File: src/rtl/mfm_sector_reader.sv
// MFM sector read sequencer: hunts the ID mark for a requested C/H/R, then streams
// that sector's data field out and reports CRC / lookup status to the host logic.
module mfm_sector_reader #(
  parameter int unsigned MAX_IDS = 32,
  parameter int unsigned GAP_MAX = 43
) (
  input  logic       i_Clk,
  input  logic       i_Reset,
  input  logic       i_Start,
  input  logic       i_Abort,
  input  logic [7:0] i_Track,
  input  logic       i_Head,
  input  logic [7:0] i_Sector,
  input  logic [7:0] i_Byte,
  input  logic       i_Byte_Valid,
  input  logic       i_Mark,
  output logic [7:0] o_Data,
  output logic       o_Data_Valid,
  output logic [1:0] o_Size_N,
  output logic       o_Deleted,
  output logic       o_Busy,
  output logic       o_Done,
  output logic [2:0] o_Err
);

  typedef enum logic [2:0] {
    S_IDLE, S_HUNT_ID, S_ID_FLD, S_ID_CHK, S_HUNT_DAM, S_DATA, S_DCRC, S_DONE
  } state_e;

  typedef enum logic [2:0] {
    E_OK = 3'd0, E_ID_CRC = 3'd1, E_NOT_FOUND = 3'd2,
    E_NO_DAM = 3'd3, E_DATA_CRC = 3'd4, E_ABORT = 3'd5
  } err_e;

  localparam logic [7:0] ID_LIM  = 8'(MAX_IDS);
  localparam logic [7:0] GAP_LIM = 8'(GAP_MAX);

  function automatic logic [15:0] crc_step(input logic [15:0] crc, input logic [7:0] d);
    logic [15:0] r;
    r = crc ^ {d, 8'h00};
    for (int unsigned i = 0; i < 8; i++)
      r = r[15] ? ((r << 1) ^ 16'h1021) : (r << 1);
    return r;
  endfunction

  state_e      state_q, state_d;
  err_e        err_q, err_d;
  logic [1:0]  mark_cnt_q, mark_cnt_d;
  logic [15:0] crc_q, crc_d;
  logic [7:0]  trk_q, trk_d, sec_q, sec_d;
  logic        head_q, head_d;
  logic [7:0]  id_cnt_q, id_cnt_d, gap_q, gap_d;
  logic [10:0] byte_cnt_q, byte_cnt_d;
  logic [7:0]  id_c_q, id_c_d, id_h_q, id_h_d, id_r_q, id_r_d, id_n_q, id_n_d;
  logic [1:0]  size_q, size_d;
  logic        deleted_q, deleted_d, done_q, done_d;
  logic [7:0]  data_q, data_d;
  logic        data_valid_q, data_valid_d;

  logic        busy, in_data, mark_ev, byte_ev, am_byte, id_match;
  logic [7:0]  ev_byte, id_cnt_inc, gap_inc;
  logic [10:0] data_last;

  // Inside the data field an A1 mark is just payload, so it must not disturb the mark run or CRC.
  assign busy       = (state_q != S_IDLE) && (state_q != S_DONE);
  assign in_data    = (state_q == S_DATA) || (state_q == S_DCRC);
  assign mark_ev    = i_Mark && !in_data;
  assign byte_ev    = i_Byte_Valid || (i_Mark && in_data);
  assign ev_byte    = i_Mark ? 8'hA1 : i_Byte;
  assign am_byte    = i_Byte_Valid && (mark_cnt_q == 2'd3);
  assign id_match   = (id_c_q == trk_q) && (id_h_q == {7'b0, head_q}) && (id_r_q == sec_q);
  assign id_cnt_inc = (id_cnt_q == 8'hFF) ? id_cnt_q : id_cnt_q + 8'd1;
  assign gap_inc    = (gap_q == 8'hFF) ? gap_q : gap_q + 8'd1;
  assign data_last  = (11'd128 << size_q) - 11'd1;

  always_comb begin
    state_d      = state_q;
    err_d        = err_q;
    mark_cnt_d   = mark_cnt_q;
    crc_d        = crc_q;
    trk_d        = trk_q;
    head_d       = head_q;
    sec_d        = sec_q;
    id_cnt_d     = id_cnt_q;
    gap_d        = gap_q;
    byte_cnt_d   = byte_cnt_q;
    id_c_d       = id_c_q;
    id_h_d       = id_h_q;
    id_r_d       = id_r_q;
    id_n_d       = id_n_q;
    size_d       = size_q;
    deleted_d    = deleted_q;
    done_d       = 1'b0;
    data_d       = data_q;
    data_valid_d = 1'b0;

    if (mark_ev) begin
      mark_cnt_d = (mark_cnt_q == 2'd3) ? 2'd3 : mark_cnt_q + 2'd1;
      crc_d      = crc_step((mark_cnt_q == 2'd0) ? 16'hFFFF : crc_q, 8'hA1);
    end else if (byte_ev) begin
      mark_cnt_d = 2'd0;
      crc_d      = crc_step(crc_q, ev_byte);
    end

    case (state_q)
      S_IDLE: begin
        if (i_Start && !i_Abort) begin
          state_d   = S_HUNT_ID;
          trk_d     = i_Track;
          head_d    = i_Head;
          sec_d     = i_Sector;
          id_cnt_d  = '0;
          err_d     = E_OK;
          deleted_d = 1'b0;
          size_d    = '0;
        end
      end
      S_HUNT_ID: begin
        if (am_byte && (i_Byte == 8'hFE)) begin
          state_d    = S_ID_FLD;
          byte_cnt_d = '0;
        end
      end
      S_ID_FLD: begin
        if (byte_ev) begin
          case (byte_cnt_q[2:0])
            3'd0:    id_c_d = ev_byte;
            3'd1:    id_h_d = ev_byte;
            3'd2:    id_r_d = ev_byte;
            3'd3:    id_n_d = ev_byte;
            default: ;
          endcase
          byte_cnt_d = byte_cnt_q + 11'd1;
          if (byte_cnt_q == 11'd5) state_d = S_ID_CHK;
        end
      end
      S_ID_CHK: begin
        id_cnt_d = id_cnt_inc;
        if (id_match && (crc_q != 16'h0000)) begin
          state_d = S_DONE;
          err_d   = E_ID_CRC;
          done_d  = 1'b1;
        end else if (id_match) begin
          state_d = S_HUNT_DAM;
          gap_d   = '0;
          size_d  = (id_n_q > 8'd3) ? 2'd3 : id_n_q[1:0];
        end else if (id_cnt_inc == ID_LIM) begin
          state_d = S_DONE;
          err_d   = E_NOT_FOUND;
          done_d  = 1'b1;
        end else begin
          state_d = S_HUNT_ID;
        end
      end
      S_HUNT_DAM: begin
        if (am_byte) begin
          if ((i_Byte == 8'hFB) || (i_Byte == 8'hF8)) begin
            state_d    = S_DATA;
            deleted_d  = (i_Byte == 8'hF8);
            byte_cnt_d = '0;
          end else begin
            state_d = S_DONE;
            err_d   = E_NO_DAM;
            done_d  = 1'b1;
          end
        end else if (i_Byte_Valid) begin
          gap_d = gap_inc;
          if (gap_inc >= GAP_LIM) begin
            state_d = S_DONE;
            err_d   = E_NO_DAM;
            done_d  = 1'b1;
          end
        end
      end
      S_DATA: begin
        if (byte_ev) begin
          data_d       = ev_byte;
          data_valid_d = 1'b1;
          byte_cnt_d   = byte_cnt_q + 11'd1;
          if (byte_cnt_q == data_last) begin
            state_d    = S_DCRC;
            byte_cnt_d = '0;
          end
        end
      end
      S_DCRC: begin
        if (byte_ev) begin
          byte_cnt_d = byte_cnt_q + 11'd1;
          if (byte_cnt_q == 11'd1) begin
            state_d = S_DONE;
            err_d   = (crc_d != 16'h0000) ? E_DATA_CRC : E_OK;
            done_d  = 1'b1;
          end
        end
      end
      S_DONE:  state_d = S_IDLE;
      default: state_d = S_IDLE;
    endcase

    // Abort wins over any byte event handled above in the same cycle.
    if (i_Abort && busy) begin
      state_d      = S_IDLE;
      err_d        = E_ABORT;
      done_d       = 1'b1;
      data_valid_d = 1'b0;
      data_d       = data_q;
      deleted_d    = deleted_q;
      size_d       = size_q;
    end
  end

  always_ff @(posedge i_Clk or posedge i_Reset) begin
    if (i_Reset) begin
      state_q      <= S_IDLE;
      err_q        <= E_OK;
      mark_cnt_q   <= '0;
      crc_q        <= '0;
      trk_q        <= '0;
      head_q       <= 1'b0;
      sec_q        <= '0;
      id_cnt_q     <= '0;
      gap_q        <= '0;
      byte_cnt_q   <= '0;
      id_c_q       <= '0;
      id_h_q       <= '0;
      id_r_q       <= '0;
      id_n_q       <= '0;
      size_q       <= '0;
      deleted_q    <= 1'b0;
      done_q       <= 1'b0;
      data_q       <= '0;
      data_valid_q <= 1'b0;
    end else begin
      state_q      <= state_d;
      err_q        <= err_d;
      mark_cnt_q   <= mark_cnt_d;
      crc_q        <= crc_d;
      trk_q        <= trk_d;
      head_q       <= head_d;
      sec_q        <= sec_d;
      id_cnt_q     <= id_cnt_d;
      gap_q        <= gap_d;
      byte_cnt_q   <= byte_cnt_d;
      id_c_q       <= id_c_d;
      id_h_q       <= id_h_d;
      id_r_q       <= id_r_d;
      id_n_q       <= id_n_d;
      size_q       <= size_d;
      deleted_q    <= deleted_d;
      done_q       <= done_d;
      data_q       <= data_d;
      data_valid_q <= data_valid_d;
    end
  end

  assign o_Data       = data_q;
  assign o_Data_Valid = data_valid_q;
  assign o_Size_N     = size_q;
  assign o_Deleted    = deleted_q;
  assign o_Busy       = busy;
  assign o_Done       = done_q;
  assign o_Err        = err_q;

endmodule
File: config.mk
export PLATFORM = sky130hd
export DESIGN_NAME = mfm_sector_reader
export DESIGN_NICKNAME = d
export VERILOG_FILES = /design/src/rtl/mfm_sector_reader.sv
export SDC_FILE = /design/constraint.sdc
export NUM_CORES = 1
export LEC_CHECK = 0
export ABC_CLOCK_PERIOD_IN_PS = 3360
export CORE_MARGIN = 2
export CORE_UTILIZATION = 53
export DETAILED_ROUTE_END_ITERATION = 8
export GPL_TIMING_DRIVEN = 1
export PLACE_DENSITY_LB_ADDON = 0.3
export SYNTH_ARGS = -nofsm -noshare
export SYNTH_HDL_FRONTEND = slang
export SYNTH_SLANG_ARGS = --single-unit
export TNS_END_PERCENT = 10
File: constraint.sdc
create_clock -name i_Clk -period 3.36 [get_ports i_Clk]
set_input_delay 0.672 -clock i_Clk [delete_from_list [all_inputs] [get_ports i_Clk]]
set_output_delay 0.672 -clock i_Clk [all_outputs]
set_load 0.005 [all_outputs]
### Yosys cells after proc, flatten, opt, wreduce, memory -nomap -nowiden

Cells that the tools add are included.

| storage, ports and cells | value |
|---|---|
| register bits | 113 |
| latch bits | 0 |
| RAM bits | 0 |
| memory bits (read-only) | 0 |
| output and inout bits | 17 |
| word-level logic and storage cells | 226 |
| memories kept | 0 |

| operators by class | value |
|---|---|
| $add $sub $neg | 5 |
| multiply operators | 0 |
| divide/modulo/power cells | 0 |
| magnitude comparators | 2 |
| equal/unequal tests | 47 |
| shift-type cells | 1 |
| multiplexer cells | 92 |
| bitwise operators | 19 |
| reduce and logical (&&, ||, !) cells | 41 |

Operator list:

| cell | number |
|---|---|
| 2-to-1 mux 13 bit | 16 |
| 2-to-1 mux 3 bit | 27 |
| 2-to-1 mux 11 bit | 6 |
| 2-to-1 mux 8 bit | 8 |
| NOT 3 bit | 17 |
| 2-to-1 mux 16 bit | 3 |
| case mux 11 bit (4 select lines) | 1 |
| == test 8 bit, second input constant | 5 |
| case mux 8 bit (2 select lines) | 2 |
| nonzero test 16 bit | 2 |
| case mux 3 bit (8 select lines) | 1 |
| inequality test 4 bit, second input constant | 5 |
| inequality test 2 bit, second input constant | 9 |
| adder 8 x 1 -> 8 bit, second input constant | 2 |
| == test 8 bit | 2 |
| 2-to-1 mux 1 bit | 16 |
| 2-to-1 mux 2 bit | 8 |
| bitwise XOR 16 bit | 1 |
| inequality test 3 bit, second input constant | 5 |
| AND reduction 3 bit | 5 |
| AND reduction 5 bit | 3 |
| == test 3 x 2 -> 1 bit, second input constant | 4 |
| == test 3 bit, second input constant | 4 |
| case mux 3 bit (4 select lines) | 1 |
| other kinds (34) | 54 |

### Longest topological paths before layout

| depth | value |
|---|---|
| depth in word-level cells | 26 |
| mapped depth | 10 |
| mapped depth without buffers | 10 |

### Worst setup path after synthesis

Ideal clock, no wire load.

| timing path | value |
|---|---|
| path kind | input to register |
| from | in i_Byte_Valid |
| to | reg err_q[2] (netlist: o_Err[2]) |
| setup time | 0.069 ns |
| arrival | 2.492 ns |
| path slack | 0.799 ns |
| cell stages on the path | 8 |
| buffers on the path | 1 |
| cells stage by stage | clkbuf_1 > a31oi_1 > or4_4 > a41oi_2 > o311a_2 > o311ai_4 > a311o_1 > nand3_1 |

| between the ends | value |
|---|---|
| cells in the longest elaborated chain, start to end | 9 |
| elaborated cells on any way between the ends | 16 |

Ends and longest elaborated chain:

| element | line | text |
|---|---|---|
| start, declared | 15 | `input logic i_Byte_Valid,` |
| logical OR 1 bit | 68 | `assign byte_ev = i_Byte_Valid \|\| (i_Mark && in_data);` |
| 2-to-1 mux 16 bit | 100 | `end else if (byte_ev) begin` |
| 2-to-1 mux 16 bit | 97 | `if (mark_ev) begin` |
| nonzero test 16 bit | 191 | `err_d = (crc_d != 16'h0000) ? E_DATA_CRC : E_OK;` |
| 2-to-1 mux 3 bit | 191 |  |
| 2-to-1 mux 3 bit | 189 | `if (byte_cnt_q == 11'd1) begin` |
| 2-to-1 mux 3 bit | 187 | `if (byte_ev) begin` |
| case mux 3 bit (4 select lines) | 105 | `case (state_q)` |
| 2-to-1 mux 3 bit | 201 | `if (i_Abort && busy) begin` |
| end signal, assigned | 235 | `err_q <= err_d;` |
| end, declared | 47 | `err_e err_q, err_d;` |

Parallel ways exist; a longest one is shown, timed or not. The select of a mux whose other input is x is not followed.
A chain may end at the register's enable or synchronous reset.

### Final worst setup path

| timing path | value |
|---|---|
| from | in i_Mark |
| to | reg err_q[2] (netlist: o_Err[2]) |

| between the ends | value |
|---|---|
| elaborated cells on any way between the ends | 30 |

RTL lines:

| element | line | text |
|---|---|---|
| start, declared | 16 | `input logic i_Mark,` |
| 2-to-1 mux 8 bit | 69 | `assign ev_byte = i_Mark ? 8'hA1 : i_Byte;` |
| bitwise XOR 16 bit | 40 | `r = crc ^ {d, 8'h00};` |
| NOT 3 bit (no line) | - |  |
| 2-to-1 mux 13 bit (5 in a row) | 42 | `r = r[15] ? ((r << 1) ^ 16'h1021) : (r << 1);` |
| 2-to-1 mux 16 bit | 100 |  |
| 2-to-1 mux 16 bit (*) | 97 |  |
| net crc_d[3] | 49 | `logic [15:0] crc_q, crc_d;` |
| nonzero test 16 bit (*) | 191 |  |
| 2-to-1 mux 3 bit (*) | 191 |  |
| 2-to-1 mux 3 bit (*) | 189 |  |
| 2-to-1 mux 3 bit (*) | 187 |  |
| case mux 3 bit (4 select lines) (*) | 105 |  |
| 2-to-1 mux 3 bit (*) | 201 |  |

The timed path passes the listed nets; every way through them passes the cells marked *. The select of a mux whose other input is x is not followed.

==> impl_metrics.env <==
export IMPL_rsz0062_at_grt="no"
export IMPL_postCtsSetupBuffers=0
export IMPL_syn_inst=707
export IMPL_path_cells="clkdlybuf4s50_1, nand2_1, o21bai_1, nand2_1, o21ba_2, nand4bb_1, nor4_1, a311o_1, nand3_1"
export IMPL_hold_path_class="reg -> reg"
export IMPL_power_switching_mw=2.17
export IMPL_synth_async_reset_ratio=1.00
export IMPL_swShare=0.355
export IMPL_max_freq_mhz=335
export IMPL_maxSlewViolCount=0
export IMPL_cts_sinks=113
export IMPL_crit_fanout=6
export IMPL_vias=5531
export IMPL_ys_flop_type="dfrtp_1"
export IMPL_n_fill_cell=957
export IMPL_io_pins=48
export IMPL_drt_iter0_markers=524
export IMPL_r2r_start="crc_q[12]"
export IMPL_cts_buffers=17
export IMPL_worst_r2r_cell_count=7
export IMPL_grt_pass1_wl_mm=27.6
export IMPL_gp_congestion=0.948
export IMPL_drive_gt1_frac=0.0814
export IMPL_yosys_area_top_type="dfrtp_1"
export IMPL_r2r_setup_slack_ns=0.52
export IMPL_first_pass_iters=6
export IMPL_setup_worst_path_start_class="primary input"
export IMPL_die_width_um=112
export IMPL_outcome="complete, no violations"
export IMPL_routedWlPerCell_um=18.0
export IMPL_clk_path_buf_depth=2
export IMPL_end_kind="register"
export IMPL_synth_area_per_cell_sq_um=8.70
export IMPL_ys_warn_count=0
export IMPL_setup_violations_final=0
export IMPL_crit_start="i_Mark"
export IMPL_antenna_left=0
export IMPL_track_usage=0.281
export IMPL_setup_slack_ns=0.378
export IMPL_via_per_inst=5.95
export IMPL_post_place_ws_ns=-0.0363
export IMPL_p_comb_frac=0.333
export IMPL_area_growth_pct=22.5
export IMPL_coreArea_sq_um=11400
export IMPL_p_leak_nw=3.26
export IMPL_cts_htree_levels=4
export IMPL_p_seq_frac=0.357
export IMPL_grt_pass1_vias=5528
export IMPL_wirelength_mm=16.7
export IMPL_netlist_area_sq_um=6150
export IMPL_cts_resized=0
export IMPL_synth_top_area_frac=0.460
export IMPL_numPortBuffers=47
export IMPL_overflow=0
export IMPL_cellPowerDensity_nw_per_um2=812
export IMPL_crit_end="o_Err[2]"
export IMPL_ctsHoldBuffers=0
export IMPL_critical_path_required_ns=3.65
export IMPL_synth_fp_nets=745
export IMPL_max_cap_viol_count=0
export IMPL_yosys_top_cells_area="dfrtp_1, nand2_1, o21ai_0"
export IMPL_cts_root_buf="clkbuf_16"
export IMPL_clockPowerShare=0.310
export IMPL_hpwl_mm=12.0
export IMPL_max_vdd_ir_drop_mv=0.544
export IMPL_slowest_stage="clkdlybuf4s50_1"
export IMPL_max_slew_margin=0.407
export IMPL_crit_path_frequent_cell="nand2_1"
export IMPL_hold_viol=0
export IMPL_most_common_layout_cells="nand2_1, dfrtp_1, o21ai_0, clkdlybuf4s50_1, nor2_1"
export IMPL_clkTransAtPathRegs_ns=0.05
export IMPL_tightestPinTransition_ns=0.887
export IMPL_drc=0
export IMPL_yosysSeqAreaShare=0.460
export IMPL_crit_arrival_ns=3.27
export IMPL_clock_latency_ns=0.42
export IMPL_final_common_cell="nand2_1"
export IMPL_instances_no_fill=929
export IMPL_synth_distinct_cells=64
export IMPL_antennaDiodeCount=0
export IMPL_placedCellCount=897
export IMPL_initial_utilization=0.541
export IMPL_r2r_end="o_Err[2]"
export IMPL_die_area_sq_um=12500
export IMPL_min_period_over_period=0.887
export IMPL_grt_max_degree=44
export IMPL_die_y_um=112
export IMPL_intPower_mw=3.95
export IMPL_crit_path_max_incr_delay_ns=0.64
export IMPL_synth_edf_count=0
export IMPL_cts_tree="done"
export IMPL_ys_ff_latch=113
export IMPL_path_class="in -> reg"
export IMPL_antenna_found_initial=0
export IMPL_post_route_min_period_ns=2.98
export IMPL_nets=811
export IMPL_num_rows=39
export IMPL_skew_ns=0.00496
## flip-flops by register name, summed over array words and instances, names as in the netlist, 2 cells and up
signal and count:
id_r_q 8, o_Data 8, gap_q 8, o_Size_N 2
id_h_q 8, crc_q 16, o_Err 3, trk_q 8
state_q 3, id_n_q 8, id_c_q 8, mark_cnt_q 2
byte_cnt_q 11, sec_q 8, id_cnt_q 8
## how the worst min path moves through the flow
stage                    from  cells after the start   endpoint  slack [ns]
floorplan           id_n_q[0]                      2  id_n_q[0]        0.44
global placement    id_n_q[0]                      2  id_n_q[0]        0.46
detailed placement  o_Data[3]                      2  o_Data[3]        0.47
CTS                 o_Data[1]                      2  o_Data[1]        0.48
global route        o_Data[3]                      2  o_Data[3]        0.51
finish              o_Data[1]                      2  o_Data[1]        0.48
## power by group through the flow
stage | sequential, mW | clock [mW] | combinational [mW]
after floorplan | 2.03 | 0 | 1.57
after global placement | 2.19 | 0 | 1.96
after detailed placement | 2.19 | 0 | 2.00
after CTS | 2.18 | 1.91 | 2.03
after global routing | 2.24 | 1.98 | 2.26
final | 2.19 | 1.90 | 2.04
## final cells by class
type | count | area, sq um | area share
Clock inverter | 10 | 159 | 0.0211
Clock buffer | 22 | 454 | 0.0603
Inverter | 16 | 63.8 | 0.00847
Multi-Input combinational cell | 550 | 3150 | 0.418
Tap cell | 143 | 179 | 0.0237
Sequential cell | 113 | 2830 | 0.375
Timing Repair Buffer | 75 | 706 | 0.0936
## critical path: cells and delay by family
| family | cells | cell delay (ns) |
|---|---|---|
| and+or+nand+nor | 5 | 1.01 |
| buffers and inverters | 1 | 0.64 |
| AOI/OAI and AO/OA | 3 | 0.95 |
## Yosys cell counts (all sizes together), types with 2 or more instances
cell type  count
a211o          2
a21boi         2
a21o           3
a21oi         34
a221o          4
a22o           3
a31oi          8
a41oi          2
and2           4
and3           7
buf            4
clkbuf        24
dfrtp        113
ha             7
inv           16
mux2i          7
nand2        151
nand2b        12
nand3         29
nand4          7
nand4bb        2
nor2          45
nor2b          6
nor3          17
nor4          13
o211ai         4
o21a           3
o21ai         78
o221ai         3
o22ai          4
o311ai         3
o31ai          5
o32ai          2
or3            6
or4            3
xnor2         35
xor2          21
## logic make-up (layout without fill, tap and decap cells)
group	count (synthesis)	in the layout	synth area share
compound gates	172	172	0.174
xor+xnor	57	57	0.0846
fa+ha+maj	7	7	0.0142
buf+inv	44	123	0.0289
flops	113	113	0.460
mux	7	7	0.0114
simple gates	307	307	0.228
## stage by stage
| step | utilization | TNS (ns) | area, sq um | hold WS [ns] | total power, mW |
|---|---|---|---|---|---|
| 6_report | 0.663 | 0 | 7540 | 0.477 | 6.12 |
| 5_1_grt | 0.663 | 0 | 7540 | 0.506 | 6.48 |
| 4_1_cts | 0.663 | 0 | 7540 | 0.483 | 6.12 |
| 3_5_place_dp | 0.609 | -0.0363 | 6920 | 0.471 | 4.20 |
| 3_3_place_gp | 0.609 | 0 | 6920 | 0.457 | 4.15 |
| 2_1_floorplan | - | 0 | 6160 | 0.445 | 3.60 |
## routing by layer
metal,vias to the layer above,routed length (um),global-route usage
met5,-,0,0
met4,0,331,0.0988
met3,32,968,0.0615
met2,193,8320,0.467
met1,2685,7120,0.365
li1,2621,-,-
(Power assumes the default switching activity.)
